### src/rtl/alu_pkg.sv
// Shared ALU constants: datapath width and the 3-bit operation codes used by
// the decoder, the control unit and the ALU itself.
package alu_pkg;

    localparam int WORD_WIDTH = 16;

    typedef enum logic [0:2] {
        ALU_ADD   = 3'd0,
        ALU_SUB   = 3'd1,
        ALU_MUL   = 3'd2,
        ALU_SLT   = 3'd3,
        ALU_AND   = 3'd4,
        ALU_OR    = 3'd5,
        ALU_XOR   = 3'd6,
        ALU_SHIFT = 3'd7
    } alu_op_e;

endpackage

### src/rtl/alu_shifter.sv
// Bidirectional logical shifter: a non-negative count shifts left, a negative
// count shifts right by its magnitude, and any |count| >= WORD_WIDTH yields zero.
module alu_shifter #(
    parameter int WORD_WIDTH = alu_pkg::WORD_WIDTH
) (
    input  logic [0:WORD_WIDTH-1] a,
    input  logic [0:WORD_WIDTH-1] count,
    output logic [0:WORD_WIDTH-1] result
);

    localparam logic [0:WORD_WIDTH-1] LIMIT = WORD_WIDTH'(WORD_WIDTH);

    logic                  negative;
    logic [0:WORD_WIDTH-1] magnitude;

    // The most negative count has no positive twin; its magnitude still reads
    // as >= LIMIT when taken as unsigned, so it falls into the zero case.
    always_comb begin
        negative  = count[0];
        magnitude = negative ? -count : count;
        if (magnitude >= LIMIT) begin
            result = '0;
        end else if (negative) begin
            result = a >> magnitude;
        end else begin
            result = a << magnitude;
        end
    end

endmodule

### src/rtl/alu.sv
// Single-cycle integer ALU: result of op on in1/in2 is registered into out on
// every rising edge, giving exactly one cycle of latency and no handshake.
module alu #(
    parameter int WORD_WIDTH = alu_pkg::WORD_WIDTH
) (
    input  logic                  clk,
    input  logic                  reset,
    input  logic [0:2]            op,
    input  logic [0:WORD_WIDTH-1] in1,
    input  logic [0:WORD_WIDTH-1] in2,
    output logic [0:WORD_WIDTH-1] out
);
    import alu_pkg::*;

    alu_op_e               op_sel;
    logic [0:WORD_WIDTH-1] shift_result;
    logic [0:WORD_WIDTH-1] result_next;
    logic                  less_than;

    assign op_sel    = alu_op_e'(op);
    assign less_than = $signed(in1) < $signed(in2);

    alu_shifter #(
        .WORD_WIDTH(WORD_WIDTH)
    ) u_shifter (
        .a     (in1),
        .count (in2),
        .result(shift_result)
    );

    // Arithmetic wraps modulo 2^WORD_WIDTH; the low product half is sign-agnostic.
    always_comb begin
        result_next = '0;
        case (op_sel)
            ALU_ADD:   result_next = in1 + in2;
            ALU_SUB:   result_next = in1 - in2;
            ALU_MUL:   result_next = in1 * in2;
            ALU_SLT:   result_next = {{(WORD_WIDTH-1){1'b0}}, less_than};
            ALU_AND:   result_next = in1 & in2;
            ALU_OR:    result_next = in1 | in2;
            ALU_XOR:   result_next = in1 ^ in2;
            ALU_SHIFT: result_next = shift_result;
            default:   result_next = '0;
        endcase
    end

    always_ff @(posedge clk) begin
        if (reset) begin
            out <= '0;
        end else begin
            out <= result_next;
        end
    end

endmodule

### config.mk
export PLATFORM = sky130hd
export DESIGN_NAME = alu
export DESIGN_NICKNAME = d
export VERILOG_FILES = /design/src/rtl/alu_pkg.sv /design/src/rtl/alu_shifter.sv /design/src/rtl/alu.sv
export SDC_FILE = /design/constraint.sdc
export NUM_CORES = 1
export LEC_CHECK = 0
export CAP_MARGIN = 10
export CORE_ASPECT_RATIO = 0.7
export CORE_MARGIN = 8
export CORE_UTILIZATION = 50
export CTS_CLUSTER_DIAMETER = 80
export DETAILED_ROUTE_END_ITERATION = 12
export PLACE_DENSITY = 0.69
export SYNTH_ARGS = -nofsm -noshare
export SYNTH_HDL_FRONTEND = slang
export SYNTH_HIERARCHICAL = 1
export SYNTH_SLANG_ARGS = --single-unit
export TNS_END_PERCENT = 5
### constraint.sdc
create_clock -name clk -period 8.5 [get_ports clk]
set_clock_uncertainty 0.1 [all_clocks]
set_input_delay 1.7 -clock clk [delete_from_list [all_inputs] [get_ports clk]]
set_output_delay 1.7 -clock clk [all_outputs]
set_load 0.1 [all_outputs]
; ---- Yosys cells after proc, flatten, opt, wreduce, memory -nomap -nowiden
; Cells that the tools add are included.
[word_totals]
out_inout_bits = 16
register_bits = 16
mem_bits_rw = 0
latch_bits = 0
memories = 0
romBits = 0
[classes]
div_mod_pow = 0
shifts = 2
n_bitwise = 3
multipliers = 1
n_mux = 4
eq_ne = 7
order_cmp = 2
add_sub_neg = 3
reduce_logical = 1
[op_table]
columns = op, n
row1 = 16-bit case mux with 8 select lines, 1
row2 = 16-bit two-way mux, 3
row3 = 16-bit adder, 1
row4 = 16-bit bitwise AND, 1
row5 = 16-bit by 5-bit >= comparator with 1-bit output (second input constant), 1
row6 = 16-bit less-than comparator, 1
row7 = 16-bit by 16-bit multiplier with 16-bit output, 1
row8 = 16-bit negator, 1
row9 = 16-bit bitwise OR, 1
row10 = 16-bit by 16-bit left shift with 16-bit output, 1
row11 = 16-bit by 16-bit >> shifter with 16-bit output, 1
row12 = 16-bit subtractor, 1
row13 = 16-bit XOR, 1
row14 = 3-bit == test (second input constant), 4
row15 = 3-bit by 2-bit == test with 1-bit output (second input constant), 2
row16 = 3-bit by 1-bit == test with 1-bit output (second input constant), 1
row17 = 3-bit zero test, 1

; ---- Longest topological paths before layout
[depth]
word_depth = 6
depth_mapped = 22
depth_no_buf = 21

; ---- By module
; The synthesis kept the hierarchy.
[modules_own_cells]
columns = mod, seq_area_each_um2, area_per_inst_um2, n_inst, cells_each
row1 = alu, 320.3, 6706.4, 1, 839
row2 = alu_shifter, 0.0, 1996.9, 1, 308

; ---- Worst setup path after synthesis
; Ideal clock, no wire load.
[synth_timing]
path_type = in2reg
start = input port in2[10] in the netlist's numbering
end = register out[0] in the netlist's numbering
path_stages = 20
n_path_buf = 0
slack_ns = 1.873
required_ns = 8.267
arrival_ns = 6.394
path_cell_list = clkinv_1 > nor2_1 > fa_1 > inv_1 > fa_1 > fa_1 > fa_1 > inv_1 > fa_1 > inv_1 > fa_1 > inv_1 > ha_1 > and2_1 > nand2_1 > a21oi_1 > o311a_1 > nor3_1 > nand3b_1 > a31oi_1
[synth_between]
elab_chain_cells = 6
elab_cells_between_ends = 11
[synth_rtl]
columns = element, line
row1 = "start, declared", alu.sv:10  ; input logic [0:WORD_WIDTH-1] in2,
row2 = branches (longest 5 deep; another with 16-bit negator), n/a
row3 = 16-bit case mux with 8 select lines *, alu.sv:34  ; case (op_sel)
row4 = "end signal, assigned", alu.sv:51  ; out <= result_next;
row5 = "end, declared", alu.sv:11  ; output logic [0:WORD_WIDTH-1] out
; Mark *: on every way between the ends.
; A chain may end at the register's enable or synchronous reset.

; ---- Worst setup path after layout
[layout_timing]
start = input port in1[8] in the netlist's numbering
end = register out[2] in the netlist's numbering
[layout_between]
elab_chain_cells = 4
elab_cells_between_ends = 8
[layout_rtl]
columns = element, line
row1 = "start, declared", alu.sv:9  ; input logic [0:WORD_WIDTH-1] in1,
row2 = branches (longest 3 deep; another with 16-bit by 16-bit multiplier with 16-bit output), n/a
row3 = 16-bit case mux with 8 select lines *, alu.sv:34
; Marked as above.

==> run summary <==
### Yosys
- dfxtp_1 — dominant synthesized flop cell
- 0.00870 mm^2 — post-synth design cell area
- 16 — total of flip-flops plus latches after synthesis
- 3.68% — part of the Yosys area used for sequential elements
- 0% — proportion of synthesized flip-flops having asynchronous set or reset
- 6 — Synth Warn #
- 1147 — gate count after technology mapping
- 83 — post-synth cell types
- 1364 — net count after synthesis
- 0 — EDFF count, synth
- 7.59 um^2 — synthesized area per cell

### Worst setup path
- fa_1 — cell repeated most along the worst path
- flop — endpoint type of the worst setup path
- clkdlybuf4s50_1 — cell with the largest stage delay on the worst path
- 8.54 ns — Data required, critical path
- in -> reg — critical path type
- 7 — largest fanout on the critical path
- 7.57 ns — Crit path arrival time
- adder cells — kind of cell adding the most delay to the critical path
- input port — type of element launching the critical path
- clkdlybuf4s50_1 -> inv_1 -> nor2_1 -> fa_1 -> inv_1 -> fa_1 -> fa_1 -> fa_1 -> inv_1 -> fa_1 -> inv_1 -> fa_1 -> inv_1 -> ha_1 -> a21oi_1 -> nor2_1 -> nor3_1 -> xnor2_1 -> o22ai_1 -> a221oi_1 — crit-path cells
- 6 — buffers and inverters on the worst path
- 0.64 ns — largest incremental delay on the critical path

### Power
- 221 mW/mm^2 — power per cell area
- 0.000246 V — highest ir drop seen on vdd
- 0.00437 uW — leakage dissipation

### Clocking
- 3 — number of CTS-inserted buffers
- 1 — number of H-tree branching levels
- yes — clock tree from TritonCTS
- 2 — maximum buffer depth of the clock tree
- 0.05 ns — Clock Pin Slew Worst Setup and Hold Paths
- clkbuf_16 — clock root buffer master
- 0 — Resized Gates After CTS
- 0 — count of hold buffers inserted by post-cts repair
- 16 — CTS Sinks
- 0 — Post-CTS Setup Bufs

### Global routing
- 0 — initial antenna violation count
- 47 — maximum number of pins on one net before global-route repair
- 8162 — via count of the first global-routing pass
- 49.5 mm — first-pass GRT wire length
- 0 — Congestion Overflow GR
- 28.3% — GRT Util Overall

### STA
- no — setup repair after global routing missed its margin
- 88.6% — portion of the clock cycle consumed by the worst path in the final layout
- 0 — Final Hold Fails
- 0 ns — final sum of negative setup slack
- 2.21 ns — Hold Worst Slack
- 7.53 ns — Min Clock Period, post-route
- 0 — final setup fails
- 0 — Pins Over Slew Limit
- 133 MHz — Max Fclk
- 1.08 ns — measured slew at the worst slew-check pin
- 0.967 ns — Final WS setup
- 26.6% — Max transition margin

### Placed design
- 0.00956 mm^2 — area post-placement
- 0.790 ns — post-place setup slack
- 25.8 mm — final HPWL from detailed placement
- 0.981 — placer congestion estimate
- 52 — count of input and output buffers

### Detailed routing
- 5 — First-pass DRT Iterations
- 8776 — vias
- 0 — antenna-violating nets left
- 14.3 mm — Met1 Wirelength
- met4 — highest routed layer
- 1153 — violation count after the first detailed-routing iteration
- 12.5 mm — Met2 Wirelength
- 6.19 — via density per instance
- 5.01 mm — metal3 WL
- 0 — DRC
- 22.6 um — routed wire length per instance
- 32.1 mm — total wirelength of the detailed-routed design

### Run
- 0 — max-capacitance violation count

### Worst hold path
- op[0] — Worst Min Path Start
- 4 — WHS Path Cells
- in -> reg — Worst Hold Class
- out[14] — worst min-delay path endpoint

### Final layout
- 0.00965 mm^2 — final design instance area without fill
- 0 — antenna diode instance count
- 56.4% — final core utilization
- 1405 — post-layout net count
- 10.8% — Area growth syn-to-layout
- out x16 — largest registers in the final layout
- 1687 — Layout fillers
- out — top register by number of flip-flops
- 8.26% — ratio of cells with drive above 1 in the final layout
- 16 — number of flip-flops in the largest register

### Floorplan
- 0.0171 mm^2 — placeable core area
- 53 — ports placed on the boundary
- 174 um — Chip Width
- 40 — row count
- 126 um — y dimension of the die
- 50.8% — initial cell density of the core
- 0.0220 mm^2 — area enclosed by the die boundary

### Outcome
- completed — outcome

cell families after synthesis:
group	synth area share (%)
AO/OA/AOI/OAI	18.7
XOR/XNOR	6.60
adder cells (fa/ha/maj)	32.9
buffers and inverters	10.7
flip-flops	3.68
multiplexers	8.60
AND/OR/NAND/NOR	18.8
where the power goes:
group	internal, uW	switching (uW)
Clock	71.3	27.8
Combinational	749	1190
Sequential	91.8	4.00
how the worst max path moves through the flow:
stage,start,endpoint,cells past startpoint
3_5_place_dp,in1[8],out[0],21
2_1_floorplan,in2[10],out[0],20
3_3_place_gp,in1[8],out[0],21
5_1_grt,in1[8],out[2],21
6_report,in1[8],out[2],20
4_1_cts,in1[8],out[0],21
per-layer routing:
| layer | global-route usage (%) | vias up |
|---|---|---|
| li1 | - | 3946 |
| met1 | 43.5 | 4132 |
| met2 | 37.9 | 663 |
| met3 | 9.37 | 35 |
| met4 | 3.56 | 0 |
| met5 | 0 | - |
area by class of cell:
| class | count | area [um^2] | share of cell area [%] |
|---|---|---|---|
| Multi-Input combinational cell | 895 | 7460 | 77.3 |
| Timing Repair Buffer | 91 | 808 | 8.38 |
| Inverter | 181 | 679 | 7.04 |
| Sequential cell | 16 | 320 | 3.32 |
| Tap cell | 231 | 289 | 3.00 |
| Clock buffer | 4 | 88.8 | 0.921 |
cell usage after synthesis (16+ instances only):
| cell type | instances | area, um^2 |
|---|---|---|
| nand2b_1 | 18 | 113 |
| nand2_1 | 130 | 488 |
| fa_1 | 82 | 1640 |
| mux2i_1 | 23 | 230 |
| nor2_1 | 133 | 499 |
| o21ai_0 | 36 | 180 |
| nand3_1 | 26 | 130 |
| a211oi_1 | 22 | 165 |
| dfxtp_1 | 16 | 320 |
| mux4_2 | 20 | 450 |
| inv_1 | 168 | 631 |
| xnor2_1 | 45 | 394 |
| a21oi_1 | 64 | 320 |
| xor2_1 | 18 | 158 |
| nor3_1 | 17 | 85.1 |
| clkbuf_1 | 35 | 131 |
| ha_1 | 98 | 1230 |
stage by stage:
stage,total power (uW),std cells
2_1_floorplan,1450,1147
3_3_place_gp,1940,1414
3_5_place_dp,1960,1414
4_1_cts,2070,1418
5_1_grt,2300,1418
6_report,2140,1418
layout by cell type, fill, tap and decap left out, types with 10 or more instances in the layout:
cell             count
nor3_1              17
ha_1                98
inv_1              168
xnor2_1             45
mux2i_1             22
mux4_2              20
a221oi_1            12
o21ai_0             36
nand3_1             26
nand2b_1            18
a21oi_1             64
a211oi_1            22
or3_1               10
buf_4               39
dfxtp_1             16
xor2_1              18
nor2_1             133
fa_1                82
clkdlybuf4s50_1     51
nand2_1            130
Note: power is estimated with default switching activity, not from simulation.
